File: config.mk
export PLATFORM = sky130hd
export DESIGN_NAME = mem_wb_stage
export DESIGN_NICKNAME = d
export VERILOG_FILES = /design/src/rtl/mem_wb_stage.sv
export SDC_FILE = /design/constraint.sdc
export NUM_CORES = 1
export LEC_CHECK = 0
export CELL_PAD_IN_SITES_DETAIL_PLACEMENT = 0
export CELL_PAD_IN_SITES_GLOBAL_PLACEMENT = 2
export CORE_ASPECT_RATIO = 0.9
export CORE_UTILIZATION = 25
export CTS_CLUSTER_SIZE = 25
export DETAILED_ROUTE_END_ITERATION = 6
export MAX_ROUTING_LAYER = met4
export PLACE_DENSITY = 0.79
export SLEW_MARGIN = 20
export SYNTH_ARGS = -nofsm -noshare
export SYNTH_HDL_FRONTEND = slang
export SYNTH_SLANG_ARGS = --single-unit
File: constraint.sdc
create_clock -name clk -period 1.45 [get_ports clk]
set_input_delay 0.2175 -clock clk [delete_from_list [all_inputs] [get_ports clk]]
set_output_delay 0.2175 -clock clk [all_outputs]
set_load 0.005 [all_outputs]
File: src/rtl/mem_wb_stage.sv
// MEM/WB pipeline stage: MEM register, data-memory handshake FSM with wait
// timeout, and the WB register that feeds the register file and forwarding.
module mem_wb_stage #(
    parameter int unsigned DATA_W  = 32,
    parameter int unsigned TIMEOUT = 255
) (
    input  logic              clk,
    input  logic              rst_n,
    input  logic              ex_valid,
    input  logic [DATA_W-1:0] ex_alu_result,
    input  logic [DATA_W-1:0] ex_store_data,
    input  logic [4:0]        ex_dst,
    input  logic              ex_reg_write,
    input  logic              ex_mem_read,
    input  logic              ex_mem_write,
    output logic              stall,
    output logic              mem_req,
    output logic              mem_we,
    output logic [DATA_W-1:0] mem_addr,
    output logic [DATA_W-1:0] mem_wdata,
    input  logic [DATA_W-1:0] mem_rdata,
    input  logic              mem_ready,
    output logic [DATA_W-1:0] mem_wb_data,
    output logic [4:0]        mem_wb_dst,
    output logic              mem_wb_we,
    output logic              mem_err
);

    localparam int unsigned REG_W = 5;
    localparam int unsigned CNT_W = (TIMEOUT < 2) ? 1 : $clog2(TIMEOUT + 1);
    localparam logic [CNT_W-1:0] CNT_LAST = CNT_W'(TIMEOUT - 1);

    typedef enum logic {
        IDLE   = 1'b0,
        ACCESS = 1'b1
    } state_t;

    typedef struct packed {
        logic              valid;
        logic              reg_write;
        logic              mem_read;
        logic              mem_write;
        logic [REG_W-1:0]  dst;
        logic [DATA_W-1:0] alu;
        logic [DATA_W-1:0] sdata;
    } mem_entry_t;

    typedef struct packed {
        logic              we;
        logic [REG_W-1:0]  dst;
        logic [DATA_W-1:0] data;
    } wb_entry_t;

    state_t            state_q;
    state_t            state_d;
    mem_entry_t        mem_q;
    mem_entry_t        ex_entry;
    wb_entry_t         wb_q;
    wb_entry_t         wb_d;
    logic [CNT_W-1:0]  cnt_q;
    logic [CNT_W-1:0]  cnt_d;
    logic              err_q;
    logic              abort;
    logic              ex_mem_op;

    assign ex_mem_op = ex_valid && (ex_mem_read || ex_mem_write);

    // State register
    always_ff @(posedge clk or negedge rst_n) begin : fsm_reg
        if (!rst_n) begin
            state_q <= IDLE;
        end else begin
            state_q <= state_d;
        end
    end

    // Next state, memory handshake, stall and wait-counter update
    always_comb begin : fsm_comb
        state_d = state_q;
        stall   = 1'b0;
        mem_req = 1'b0;
        mem_we  = 1'b0;
        abort   = 1'b0;
        cnt_d   = '0;
        case (state_q)
            IDLE: begin
                if (ex_mem_op) begin
                    state_d = ACCESS;
                end
            end
            ACCESS: begin
                mem_req = 1'b1;
                mem_we  = mem_q.mem_write;
                if (mem_ready) begin
                    state_d = ex_mem_op ? ACCESS : IDLE;
                end else begin
                    stall = 1'b1;
                    // The last permitted wait cycle aborts on its closing edge
                    if (cnt_q == CNT_LAST) begin
                        abort   = 1'b1;
                        state_d = IDLE;
                    end else begin
                        cnt_d = cnt_q + CNT_W'(1);
                    end
                end
            end
            default: state_d = IDLE;
        endcase
    end

    // Incoming instruction as a MEM entry
    always_comb begin : ex_pack
        ex_entry           = '0;
        ex_entry.valid     = 1'b1;
        ex_entry.reg_write = ex_reg_write;
        ex_entry.mem_read  = ex_mem_read;
        ex_entry.mem_write = ex_mem_write;
        ex_entry.dst       = ex_dst;
        ex_entry.alu       = ex_alu_result;
        ex_entry.sdata     = ex_store_data;
    end

    // Writeback candidate; r0 and non-writing entries collapse to all-zero
    always_comb begin : wb_next
        wb_d = '0;
        if (mem_q.valid && mem_q.reg_write && !mem_q.mem_write && (mem_q.dst != '0)) begin
            wb_d.we   = 1'b1;
            wb_d.dst  = mem_q.dst;
            wb_d.data = mem_q.mem_read ? mem_rdata : mem_q.alu;
        end
    end

    // MEM and WB registers, wait counter and sticky error
    always_ff @(posedge clk or negedge rst_n) begin : pipe_regs
        if (!rst_n) begin
            mem_q <= '0;
            wb_q  <= '0;
            cnt_q <= '0;
            err_q <= 1'b0;
        end else begin
            cnt_q <= cnt_d;
            if (abort) begin
                mem_q <= '0;
                wb_q  <= '0;
                err_q <= 1'b1;
            end else if (!stall) begin
                mem_q <= ex_valid ? ex_entry : '0;
                wb_q  <= wb_d;
            end
        end
    end

    assign mem_addr    = {mem_q.alu[DATA_W-1:2], 2'b00};
    assign mem_wdata   = mem_q.sdata;
    assign mem_wb_we   = wb_q.we;
    assign mem_wb_dst  = wb_q.dst;
    assign mem_wb_data = wb_q.data;
    assign mem_err     = err_q;

endmodule

== Yosys cells after proc, flatten, opt, wreduce, memory -nomap -nowiden ==
Index checks and enable logic that the tools add are counted.

* Add/subtract/negate cells: 1
* Multipliers: 0
* Divide/modulo/power cells: 0
* Order comparisons: 0
* Equal/unequal tests: 2
* Shift operators: 0
* Muxes and demuxes: 21
* Bitwise operators: 1
* Reduce and logical (&&, ||, !) cells: 7

{| class="wikitable"
|+ Operators with widths
! operator !! number
|-
| $mux W73 || 3
|-
| $mux W38 || 3
|-
| $mux W32 || 1
|-
| $mux W8 || 3
|-
| $mux W1 || 10
|-
| $add A8 B1 Y8 const B || 1
|-
| $eq A8 B8 Y1 const B || 1
|-
| $reduce_bool A5 Y1 || 1
|-
| $logic_and A1 B1 Y1 || 4
|-
| $ne A2 B1 Y1 const B || 1
|-
| $pmux W1 S2 || 1
|-
| $logic_not A1 Y1 || 1
|-
| $logic_or A1 B1 Y1 || 1
|-
| $not A1 Y1 || 1
|}

* Register bits after elaboration: 121
* Bits in latches: 0
* Bits in writable memories: 0
* ROM bits: 0
* Word-level logic and storage cells: 45
* Memories: 0

== Depth between registers and ports, before layout ==
* Depth in word-level cells: 6
* Gate-level depth with buffers: 8
* Gate-level depth less buffers: 5

== Worst setup path after synthesis ==
Ideal clock, no wire load.

* Path kind: register -> register
* Start: register cnt_q[0]
* End: register mem_q, in the netlist mem_wdata[21]
* Library setup time: 0.121 ns
* Arrival: 1.420 ns
* Required time: 1.329 ns
* Path slack: -0.091 ns
* Stages on the path, launching flop included: 9
* Cell sequence: dfrtp_1 > inv_1 > ha_1 > nand3_1 > o21a_1 > buf_6 > buf_6 > buf_6 > a22o_1

* Cells in the longest elaborated chain, start to end: 5

{| class="wikitable"
|+ RTL lines
! item !! RTL line !! text
|-
| start: declaration || 60 || <nowiki>logic [CNT_W-1:0] cnt_q;</nowiki>
|-
| start signal: assignment || 141 || <nowiki>cnt_q <= cnt_d;</nowiki>
|-
| $eq A8 B8 Y1 (*) || 99 || <nowiki>if (cnt_q == CNT_LAST) begin</nowiki>
|-
| $mux W1 (*) || 99 ||
|-
| $mux W1 (*) || 94 || <nowiki>if (mem_ready) begin</nowiki>
|-
| $mux W1 (*) || 85 || <nowiki>case (state_q)</nowiki>
|-
| $ne A2 B1 Y1 (no source line) or $mux W73 (tied branches) || -- ||
|-
| end signal: assignment || 147 || <nowiki>mem_q <= ex_valid ? ex_entry : '0;</nowiki>
|-
| end: declaration || 56 || <nowiki>mem_entry_t mem_q;</nowiki>
|}

Mark *: on every way between the ends. The rest lies on a longest branch, timed or not.
A chain may end at the register's enable or synchronous reset.

== Final worst setup path ==
* Start: register mem_q[66] (netlist name)
* End: register wb_q, in the netlist mem_wb_data[31]

* Cells in the longest elaborated chain, start to end: 5

{| class="wikitable"
|+ RTL lines
! item !! RTL line !! text
|-
| $reduce_bool A5 Y1 || 126 || <nowiki>if (mem_q.valid && mem_q.reg_write && !mem_q.mem_write && (mem_q.dst != '0)) begin</nowiki>
|-
| $logic_and A1 B1 Y1 || 126 ||
|-
| $mux W38 || 126 ||
|-
| $mux W38 || 146 || <nowiki>end else if (!stall) begin</nowiki>
|-
| $mux W38 || 142 || <nowiki>if (abort) begin</nowiki>
|-
| end signal: assignment || 148 || <nowiki>wb_q <= wb_d;</nowiki>
|-
| end: declaration || 58 || <nowiki>wb_entry_t wb_q;</nowiki>
|}

No other way between the ends. The select of a mux whose other input is x is not followed.

==> flow_summary.toml <==
[grt]
grt_max_degree = 73
gr-total-overflow = 0
grt_pass1_wl_um = 26200
grt_usage = 0.156
grt_pass1_vias = 4624
antenna_found_initial = 0

[die]
core-area_um2 = 21800
die_x_um = 160
initial_core_util = 0.257
dieArea_um2 = 23000
io_pins = 214
die_h_um = 144
fp-row-count = 51

[worst_setup_path]
cp_slowest_stage_delay_ps = 550
cp_data_arrival_time_ps = 1860
path_max_fanout = 7
cp_data_required_time_ps = 1740
start_kind = "register"
critPathKind = "register to register"
crit_path_end_kind = "register"
crit_chain = "or4_4 > nor2_4 > buf_6 > clkbuf_16 > o32ai_2"
slowest_stage = "or4_4"

[layout]
final_common_cell = "dfrtp_1"
syn_to_final_growth_pct = 67.0
final_layout_size_suffix_gt1_frac = 0.261
final_cell_mix = "120 x dfrtp_1, 106 x clkdlybuf4s50_1, 101 x dlygate4sd2_1, 77 x a22o_1, 50 x buf_4"
diodes = 0
utilization = 0.429
nNetsFinal = 776

[cts]
clockRootBuffer = "clkbuf_16"
cts_tree = "yes"
clock_latency_ps = 410
clk_pin_slew_ps = 50
cts.sinks = 121
cts_buffers = 17
cts_max_level = 4
clock_path_buffers = 2

[synth]
synth_enable_flop_cells = 0
ys_ff_latch = 121
syn_inst = 436
yosysWarnings = 0
synthFlopType = "dfrtp_1"
avgSynthCellArea_um2 = 12.8
synth.distinct_cells = 34
syn-cell-area_um2 = 5590
seq_area_frac_synth = 0.542
async_flop_share = 1.00

[drt]
wl_per_cell_um = 19.0
via_per_inst = 4.52
num_vias = 4387
drt-initial-drc-count = 222
wirelength_um = 18500
first_pass_iters = 4
ant_nets = 0
drc = 0

[sta]
final_max_slew_viol_count = 0
finalSetupViolations = 115
fin_ws_ps = -120
rsz0062_at_grt = "yes"
worst_hold_slack_ps = 160
fmax_mhz = 637
hold_violations = 0
fin_crit_ps = 1570
skew_ps = 12.6
final.period_utilization = 1.08

[placement]
io_buffers = 211
post-dp-hpwl_um = 10900
place_congestion = 0.774

[power_and_ir_drop]
powerDensity_nw_per_um2 = 1120
leakagePower_nw = 4.41
ir_drop_mv = 0.528

[flow_run]
cap_violations = 0

[run_status]
violations = "negative setup slack"
outcome = "finished with violations"

[min_path]
hold_path_class = "primary input to async pin"
[repair_timing]
action / 4_1_cts / 5_1_grt
setup endpoints to repair: 203 / 122
endpoints found under the hold margin: 121 / 0
hold buffers: 1 / 0
gates resized for setup: 124 / 29
pin swaps: 25 / 52
setup buffers: 35 / 5
gates cloned: 8 / 13
[registers in the layout, indices dropped and copies added, names as in the netlist]
signal,cells
cnt_q,8
mem_addr,30
mem_err,1
mem_q,11
mem_wb_data,32
mem_wb_dst,5
mem_wb_we,1
mem_wdata,32
state_q,1
[cells in the mapped netlist, types with 4 or more instances]
master    number  area, um2
dfrtp_1      121       3030
o21ai_0        4       20.0
buf_2         15       75.1
mux2i_1       32        320
or3_1          4       25.0
o32ai_2       29        472
buf_4         67        503
clkbuf_1       5       18.8
a22o_1        77        674
inv_1         35        131
nor2_1         6       22.5
buf_6          6       67.6
[where the power goes]
part	internal [mW]	switching (mW)
Clock	3.06	1.51
Combinational	1.26	0.881
Sequential	3.60	0.141
[worst paths after layout]
check	start	endpoint	slack, ps	cells past startpoint
setup / recovery	mem_q[66]	mem_wb_data[31]	-120	5
hold / removal	rst_n	mem_wdata[27]	160	2
setup reg to reg	mem_q[66]	mem_wb_data[31]	-120	5
hold reg to reg	mem_wb_data[10]	mem_wb_data[10]	500	2
max in group asynchronous	rst_n	mem_q[70]	680	3
min in group clk	ex_store_data[2]	mem_wdata[2]	400	2
[cell type report]
cell class              instances  area (um2)
fillers                      2025       12400
repair buffers                306        3270
flip-flops and latches        121        3030
multi-input cells             184        1900
clock inverters                 7         138
inverters                      36         135
well taps                     291         364
clock buffers                  25         495
[layer usage]
metal  vias up  global-route usage  part of all wire
met2       166               0.255              0.50
met3        24              0.0447             0.055
li1       1988                   -                 -
met1      2209               0.184              0.42
met5         -                   -                 0
met4         0              0.0536             0.017
[kinds of logic after synthesis]
kind of cell | count (synthesis) | synth area share
multiplexers | 32 | 0.0573
buffers and inverters | 132 | 0.145
other | 1 | 0.000671
adder cells (fa/ha/maj) | 2 | 0.00448
flip-flops | 121 | 0.542
AND/OR/NAND/NOR | 24 | 0.0237
XOR/XNOR | 3 | 0.00470
AO/OA/AOI/OAI | 121 | 0.222
[worst max-delay path: cells and delay by family, from the launching register on]
kind | cells | cell delay [ps]
flip-flops | 1 | 380
buffers and inverters | 2 | 300
AND/OR/NAND/NOR | 2 | 690
AO/OA/AOI/OAI | 1 | 80
[per-stage QoR]
step	power (mW)	area [um2]	setup WS [ps]	cells	TNS, ps
after floorplan	4.67	5640	-83.2	437	-2970
after global placement	5.50	7850	-451	877	-32150
after detailed placement	5.53	7850	-482	877	-32460
after CTS	10.4	8890	-167	953	-13370
after global routing	10.9	9340	-162	970	-13290
final	10.5	9340	-120	970	-8380
Note: power is estimated with default switching activity, not from simulation.
